**src/rtl/fp_pkg.sv**
```systemverilog
// Shared binary32 field widths, special encodings and the accumulator FSM state type.
package fp_pkg;

  localparam int EXP_W    = 8;
  localparam int MAN_W    = 23;
  localparam int EXP_BIAS = 127;

  localparam logic [31:0] QNAN    = 32'h7FC00000;
  localparam logic [31:0] POS_INF = 32'h7F800000;

  typedef enum logic [2:0] {
    IDLE,
    ALIGN,
    ADD,
    NORM,
    DONE
  } state_t;

endpackage

```
**src/rtl/f_accumulator_if.sv**
```systemverilog
// Term input stream and packet-result output of the floating-point accumulator.
interface f_accumulator_if #(
  parameter int BIT_WIDTH = 32,
  parameter int CNT_WIDTH = 16
);

  logic                 in_valid;
  logic                 in_ready;
  logic [BIT_WIDTH-1:0] in_data;
  logic                 in_last;
  logic                 out_valid;
  logic [BIT_WIDTH-1:0] out_data;
  logic [CNT_WIDTH-1:0] out_count;

  modport master (
    output in_valid, in_data, in_last,
    input  in_ready, out_valid, out_data, out_count
  );

  modport slave (
    input  in_valid, in_data, in_last,
    output in_ready, out_valid, out_data, out_count
  );

endinterface

```
**src/rtl/fp_lzc.sv**
```systemverilog
// Leading-zero counter for the 28-bit adder result; an all-zero input reports 28.
module fp_lzc (
  input  logic [27:0] a,
  output logic [4:0]  lz
);

  // Ascending scan so the most significant set bit has the final say.
  always_comb begin
    lz = 5'd28;
    for (int i = 0; i < 28; i++) begin
      if (a[i]) lz = 5'(27 - i);
    end
  end

endmodule

```
**src/rtl/f_accumulator.sv**
```systemverilog
// Binary32 packet accumulator: one term per pass through a four-state align/add/normalize FSM,
// rounded sum and term count emitted on the last term of each packet.
module f_accumulator
  import fp_pkg::*;
#(
  parameter int BIT_WIDTH = 32,
  parameter int CNT_WIDTH = 16
) (
  input logic clk,
  input logic rstn,
  f_accumulator_if.slave bus
);

  state_t state, state_next;

  logic [BIT_WIDTH-1:0] acc, term_r;
  logic                 last_r;
  logic [CNT_WIDTH-1:0] count;

  logic                 spec_r;
  logic [BIT_WIDTH-1:0] spec_val_r;
  logic                 sign_r;
  logic                 sub_r;
  logic [EXP_W-1:0]     exp_r;
  logic [26:0]          x_r, y_r;
  logic [27:0]          sum_r;

  logic                 out_valid_r;
  logic [BIT_WIDTH-1:0] out_data_r;
  logic [CNT_WIDTH-1:0] out_count_r;

  logic             sa, sb;
  logic [EXP_W-1:0] ea, eb, e_big, e_small, e_diff;
  logic [MAN_W-1:0] ma, mb, m_big, m_small;
  logic             a_zero, b_zero, a_inf, b_inf, a_nan, b_nan, a_big;
  logic [26:0]      sig_small, lost_mask, small_sh, al_x;
  logic             al_sign, al_special;
  logic [31:0]      al_special_val;

  logic [4:0]        lz;
  logic [26:0]       nm;
  logic signed [9:0] ne, nef;
  logic              rnd_up;
  logic [24:0]       rnd_sig;
  logic [22:0]       nman;
  logic [31:0]       norm_res;

  assign bus.in_ready  = (state == IDLE) && rstn;
  assign bus.out_valid = out_valid_r;
  assign bus.out_data  = out_data_r;
  assign bus.out_count = out_count_r;

  always_ff @(posedge clk) begin
    if (!rstn) state <= IDLE;
    else       state <= state_next;
  end

  always_comb begin
    state_next = state;
    case (state)
      IDLE:    if (bus.in_valid && bus.in_ready) state_next = ALIGN;
      ALIGN:   state_next = ADD;
      ADD:     state_next = NORM;
      NORM:    state_next = last_r ? DONE : IDLE;
      DONE:    state_next = IDLE;
      default: state_next = IDLE;
    endcase
  end

  // Operand unpack, special-value bypass and alignment of the smaller magnitude.
  always_comb begin
    sa     = acc[31];
    ea     = acc[30:23];
    ma     = acc[22:0];
    sb     = term_r[31];
    eb     = term_r[30:23];
    mb     = term_r[22:0];
    a_zero = (ea == '0);
    b_zero = (eb == '0);
    a_inf  = (ea == '1) && (ma == '0);
    b_inf  = (eb == '1) && (mb == '0);
    a_nan  = (ea == '1) && (ma != '0);
    b_nan  = (eb == '1) && (mb != '0);
    a_big  = {ea, ma} >= {eb, mb};

    e_big     = a_big ? ea : eb;
    e_small   = a_big ? eb : ea;
    m_big     = a_big ? ma : mb;
    m_small   = a_big ? mb : ma;
    al_sign   = a_big ? sa : sb;
    e_diff    = e_big - e_small;
    sig_small = {1'b1, m_small, 3'b000};
    lost_mask = ~(27'h7FFFFFF << e_diff);
    al_x      = {1'b1, m_big, 3'b000};

    if (e_diff >= 8'd27) small_sh = 27'd1;
    else small_sh = (sig_small >> e_diff) | {26'd0, |(sig_small & lost_mask)};

    al_special     = 1'b1;
    al_special_val = acc;
    if (a_nan || b_nan || (a_inf && b_inf && (sa != sb))) al_special_val = QNAN;
    else if (a_inf)  al_special_val = acc;
    else if (b_inf)  al_special_val = term_r;
    else if (b_zero) al_special_val = acc;
    else if (a_zero) al_special_val = term_r;
    else             al_special     = 1'b0;
  end

  fp_lzc u_lzc (
    .a  (sum_r),
    .lz (lz)
  );

  // Bring the leading one to bit 26, keeping guard/round/sticky below the 24-bit significand.
  always_comb begin
    if (lz == 5'd0) nm = {sum_r[27:2], sum_r[1] | sum_r[0]};
    else            nm = sum_r[26:0] << (lz - 5'd1);
    ne      = $signed({2'b00, exp_r}) - $signed({5'b00000, lz}) + 10'sd1;
    rnd_up  = nm[2] & (nm[1] | nm[0] | nm[3]);
    rnd_sig = {1'b0, nm[26:3]} + {24'd0, rnd_up};

    if (rnd_sig[24]) begin
      nman = rnd_sig[23:1];
      nef  = ne + 10'sd1;
    end else begin
      nman = rnd_sig[22:0];
      nef  = ne;
    end

    if (spec_r)                norm_res = spec_val_r;
    else if (sum_r == '0)      norm_res = '0;
    else if (nef >= 10'sd255)  norm_res = {sign_r, POS_INF[30:0]};
    else if (nef <= 10'sd0)    norm_res = {sign_r, 31'd0};
    else                       norm_res = {sign_r, nef[7:0], nman};
  end

  always_ff @(posedge clk) begin
    if (!rstn) begin
      acc         <= '0;
      term_r      <= '0;
      last_r      <= 1'b0;
      count       <= '0;
      spec_r      <= 1'b0;
      spec_val_r  <= '0;
      sign_r      <= 1'b0;
      sub_r       <= 1'b0;
      exp_r       <= '0;
      x_r         <= '0;
      y_r         <= '0;
      sum_r       <= '0;
      out_valid_r <= 1'b0;
      out_data_r  <= '0;
      out_count_r <= '0;
    end else begin
      out_valid_r <= 1'b0;
      case (state)
        IDLE: begin
          if (bus.in_valid) begin
            term_r <= bus.in_data;
            last_r <= bus.in_last;
            if (count != '1) count <= count + 1'b1;
          end
        end
        ALIGN: begin
          spec_r     <= al_special;
          spec_val_r <= al_special_val;
          sign_r     <= al_sign;
          sub_r      <= sa ^ sb;
          exp_r      <= e_big;
          x_r        <= al_x;
          y_r        <= small_sh;
        end
        ADD: begin
          if (sub_r) sum_r <= {1'b0, x_r} - {1'b0, y_r};
          else       sum_r <= {1'b0, x_r} + {1'b0, y_r};
        end
        NORM: begin
          acc <= norm_res;
          if (last_r) begin
            out_valid_r <= 1'b1;
            out_data_r  <= norm_res;
            out_count_r <= count;
          end
        end
        DONE: begin
          acc   <= '0;
          count <= '0;
        end
        default: ;
      endcase
    end
  end

endmodule

```
**src/flat_wrapper.sv**
```systemverilog
// flat-port wrapper written by rule: the top's interface ports become plain ports
module f_accumulator_flat import fp_pkg::*;
#(
  parameter int BIT_WIDTH = 32,
  parameter int CNT_WIDTH = 16
)
  (clk, rstn, bus_in_valid, bus_in_data, bus_in_last, bus_in_ready, bus_out_valid, bus_out_data, bus_out_count);
  f_accumulator_if #(.BIT_WIDTH(BIT_WIDTH), .CNT_WIDTH(CNT_WIDTH)) bus_i ();
  input logic clk;
  input logic rstn;
  input wire logic [$bits(bus_i.in_valid)-1:0] bus_in_valid;
  input wire logic [$bits(bus_i.in_data)-1:0] bus_in_data;
  input wire logic [$bits(bus_i.in_last)-1:0] bus_in_last;
  output wire logic [$bits(bus_i.in_ready)-1:0] bus_in_ready;
  output wire logic [$bits(bus_i.out_valid)-1:0] bus_out_valid;
  output wire logic [$bits(bus_i.out_data)-1:0] bus_out_data;
  output wire logic [$bits(bus_i.out_count)-1:0] bus_out_count;
  assign bus_i.in_valid = bus_in_valid;
  assign bus_i.in_data = bus_in_data;
  assign bus_i.in_last = bus_in_last;
  assign bus_in_ready = bus_i.in_ready;
  assign bus_out_valid = bus_i.out_valid;
  assign bus_out_data = bus_i.out_data;
  assign bus_out_count = bus_i.out_count;
  f_accumulator #(.BIT_WIDTH(BIT_WIDTH), .CNT_WIDTH(CNT_WIDTH)) u_core (.clk(clk), .rstn(rstn), .bus(bus_i));
endmodule
```
**config.mk**
```make
export PLATFORM = sky130hd
export DESIGN_NAME = f_accumulator_flat
export DESIGN_NICKNAME = d
export VERILOG_FILES = /design/src/rtl/fp_pkg.sv /design/src/rtl/f_accumulator_if.sv /design/src/rtl/fp_lzc.sv /design/src/rtl/f_accumulator.sv /design/src/flat_wrapper.sv
export SDC_FILE = /design/constraint.sdc
export NUM_CORES = 1
export LEC_CHECK = 0
export BUFFER_PORTS_ARGS = -buffer_cell sky130_fd_sc_hd__buf_2
export CORE_UTILIZATION = 28
export CTS_CLUSTER_DIAMETER = 50
export DETAILED_ROUTE_END_ITERATION = 12
export SLEW_MARGIN = 20
export SYNTH_ARGS = -nofsm -noshare
export SYNTH_HDL_FRONTEND = slang
export SYNTH_SLANG_ARGS = --single-unit
```
**constraint.sdc**
```tcl
create_clock -name clk -period 11.73 [get_ports clk]
set_clock_uncertainty 0.2 [all_clocks]
set_input_delay 2.346 -clock clk [delete_from_list [all_inputs] [get_ports clk]]
set_output_delay 2.346 -clock clk [all_outputs]
set_load 0.01 [all_outputs]
```
==> results.toml <==
[outcome]
status = "complete, no violations"

[synth]
ys_async_sr_fraction = 0
yosys_warnings = 0
yosysSeqAreaShare = 0.2645
syn_inst = 2592
ys.flop_type = "dfxtp_1"
ys_types = 97
syn_nets = 2723
synth_edf_count = 0
avgSynthCellArea_sq_um = 7.445
ys_ff_latch = 255
syn_area_sq_um = 19300

[die]
die-area_sq_um = 69980
dieWidth_microns = 264.5
die_h_microns = 264.5
core_sq_um = 67630
core.rowCount = 95
io-pin-count = 86
start_util = 0.2853

[routing]
drt_iter0_drc = 2055
vias_per_cell = 5.714
via_count = 19740
ant_nets = 0
wl_per_cell_microns = 21.03
post-route-drc-count = 0
wl_microns = 72640
dr.pass1.iters = 6

[clock_tree]
clkTransAtPathRegs_ns = 0.06
clk_latency_ns = 0.59
clock_sinks = 255
cts_tree = "yes"
htreeDepth = 1
cts_resized = 0
hold_buffers = 0
cts-root-buf = "clkbuf_16"
cts_setup_buffers = 0
clock_path_buffers = 3
numCtsBuffers = 31

[final_layout]
layout-drive-gt1-share = 0.09221
synthToLayoutAreaGrowth_pct = 10.55
antenna_cells = 0
nNetsFinal = 2688
fin_cells = 3454

[worst_setup_path]
worstSetupPathType = "reg -> reg"
worstPathRequired_ns = 12.02
cp_max_fo = 46
worstSetupEndpointType = "flip-flop"
cpPeakStageDelay_ns = 0.66
crit_path_start_kind = "flip-flop"
critPathArrivalTime_ns = 8.53
cp_slowest_cell = "dfxtp_1"
cpMostUsedCell = "ha_1"
worstPathCellList = "a221oi_1 > o211ai_1 > o211a_1 > nor2_2 > inv_1 > ha_1 > a31oi_1 > nor2_1 > nand2_2 > o32ai_1 > o211a_1 > ha_1 > ha_1 > and3_1 > nand3_1 > a21oi_1 > nand3_1 > nor3_2 > mux2i_1 > nand3_4 > o32ai_1"

[global_routing]
grt_max_degree = 78
grt_pass1_vias = 18410
grt-ovfl-total = 0
antenna_found_initial = 0
grt_usage = 0.1995
grt_pass1_wl_microns = 110900

[placement]
dp.cells = 3397
gp_congestion = 0.9898
port_buffers = 85
dpl.hpwl_microns = 55150
place_worst_setup_slack_ns = 3.747

[pwr]
powerDensity_nw_per_um2 = 203.6
p_sw_frac = 0.4922
clkPwrFrac = 0.215
seqPwrFrac = 0.227
comb_power_share = 0.558
leakage_nw = 8.198
ir_drop_v = 0.0001391
power.internal_mw = 2.205
p_sw_mw = 2.138

[sta]
worst_slack_ns = 3.490
finalCriticalPeriod_ns = 8.240
slew_viol_final = 0
finalHoldViolCount = 0
tns_ns = 0
setup_viol = 0
worstMarginPinSlew_ns = 1.020
layout_worst_path_cycle_share = 0.7025
fmax_ghz = 0.1214
maxSlewHeadroom = 0.3172
rsz0062_at_grt = "no"

[worst_hold_path]
hold_class = "reg -> reg"

[run]
drv_cap = 0
-- critical path, delay by kind of cell, from the launching register on --
family / cells / cell delay [ns]
simple gates: 8 / 2.68
compound gates: 8 / 2.70
buf+inv: 1 / 0.51
fa+ha+maj: 3 / 1.03
flops: 1 / 0.66
mux: 1 / 0.35
-- per-layer routing --
| metal | track usage | wire length (microns) | vias up |
|---|---|---|---|
| met3 | 0.02471 | 5362 | 120 |
| met4 | 0.05295 | 1955 | 0 |
| met1 | 0.2778 | 32550 | 9422 |
| li1 | - | - | 9359 |
| met2 | 0.3227 | 32770 | 834 |
| met5 | 0 | 0 | - |
-- cells in the mapped netlist (12+ instances only) --
master | n | share of area
a31oi_1 | 36 | 0.012
nor2b_1 | 14 | 0.0045
a21o_1 | 24 | 0.0093
mux2i_1 | 107 | 0.055
inv_1 | 112 | 0.022
nand4_1 | 23 | 0.0075
nor3_1 | 62 | 0.016
nand2b_1 | 12 | 0.0039
clkbuf_1 | 145 | 0.028
a211oi_1 | 35 | 0.014
xor2_1 | 35 | 0.016
nand2_1 | 352 | 0.068
o211ai_1 | 14 | 0.0054
xnor2_1 | 47 | 0.021
buf_1 | 15 | 0.0029
mux4_2 | 16 | 0.019
and3_1 | 31 | 0.010
ha_1 | 93 | 0.060
dfxtp_1 | 255 | 0.26
a221oi_1 | 14 | 0.0064
nor4_1 | 27 | 0.0088
a311oi_1 | 36 | 0.016
nor2_1 | 283 | 0.055
or2_2 | 13 | 0.0042
and2_1 | 24 | 0.0078
o21ai_0 | 101 | 0.026
or3_1 | 15 | 0.0049
nand3_1 | 65 | 0.017
o31ai_1 | 57 | 0.022
a21oi_1 | 226 | 0.059
a22oi_1 | 58 | 0.023
o22ai_1 | 12 | 0.0039
-- power by group through the flow --
stage	registers [mW]	clock network [mW]	logic, mW
6_report	0.986	0.933	2.42
5_1_grt	0.989	0.981	2.58
4_1_cts	0.982	0.947	2.36
3_5_place_dp	1.00	0	2.35
3_3_place_gp	1.00	0	2.39
2_1_floorplan	0.950	0	1.77
-- logic make-up after synthesis --
logic type / Yosys count / share of synthesized area
buf+inv: 297 / 0.06192
mux: 131 / 0.07884
compound gates: 759 / 0.2634
simple gates: 971 / 0.2297
xor+xnor: 83 / 0.03864
fa+ha+maj: 96 / 0.06295
flops: 255 / 0.2645
-- per-stage QoR --
stage / utilization / hold WS, ns / total power [mW] / instance area, sq um
CTS: 0.3153 / 0.2524 / 4.293 / 21330
floorplan: - / 0.2457 / 2.724 / 19300
global route: 0.3154 / 0.2880 / 4.552 / 21330
detailed placement: 0.3004 / 0.2442 / 3.352 / 20320
global placement: 0.3004 / 0.2437 / 3.386 / 20320
finish: 0.3154 / 0.2529 / 4.343 / 21330
-- state kept, by name, indices dropped and copies added, names as in the netlist --
name	cells
u_core.bus.out_valid	1
u_core.spec_r	1
u_core.acc	32
u_core.bus.out_data	32
u_core.state	3
u_core.x_r	24
u_core.term_r	32
u_core.sum_r	28
u_core.bus.out_count	16
u_core.count	16
u_core.spec_val_r	32
u_core.sub_r	1
u_core.exp_r	8
u_core.sign_r	1
u_core.y_r	27
u_core.last_r	1
-- placed cells by master, fill, tap and decap left out, types with 25 or more instances in the layout --
cell / netlist / final
nand2_1: 352 / 352
nor2_1: 283 / 282
dfxtp_1: 255 / 255
a21oi_1: 226 / 226
inv_1: 112 / 112
mux2i_1: 107 / 107
o21ai_0: 101 / 101
ha_1: 93 / 93
buf_2: 11 / 85
nand3_1: 65 / 65
nor3_1: 62 / 62
a22oi_1: 58 / 58
o31ai_1: 57 / 57
xnor2_1: 47 / 46
a31oi_1: 36 / 36
a211oi_1: 35 / 35
xor2_1: 35 / 35
a311oi_1: 36 / 35
and3_1: 31 / 31
clkbuf_16: 0 / 31
buf_4: 3 / 30
nor4_1: 27 / 26
and2_1: 24 / 25
-- cell type report --
class,count,area (sq um)
inverter,114,430.4
multi-input combinational,2040,13050
sequential,255,5105
clock buffer,40,849.6
timing repair buffer,115,650.6
clock inverter,17,158.9
fill,7262,46300
tap,873,1092
-- path summary, 6_finish.rpt --
check	start	to	slack, ns	depth (start not counted)
hold reg to reg	u_core.bus.out_count[3]	u_core.bus.out_count[3]	0.25	2
setup / recovery	u_core.sum_r[3]	u_core.acc[8]	3.49	21
hold / removal	u_core.bus.out_count[3]	u_core.bus.out_count[3]	0.25	2
setup reg to reg	u_core.sum_r[3]	u_core.acc[8]	3.49	21
Note: power is estimated with default switching activity, not from simulation.
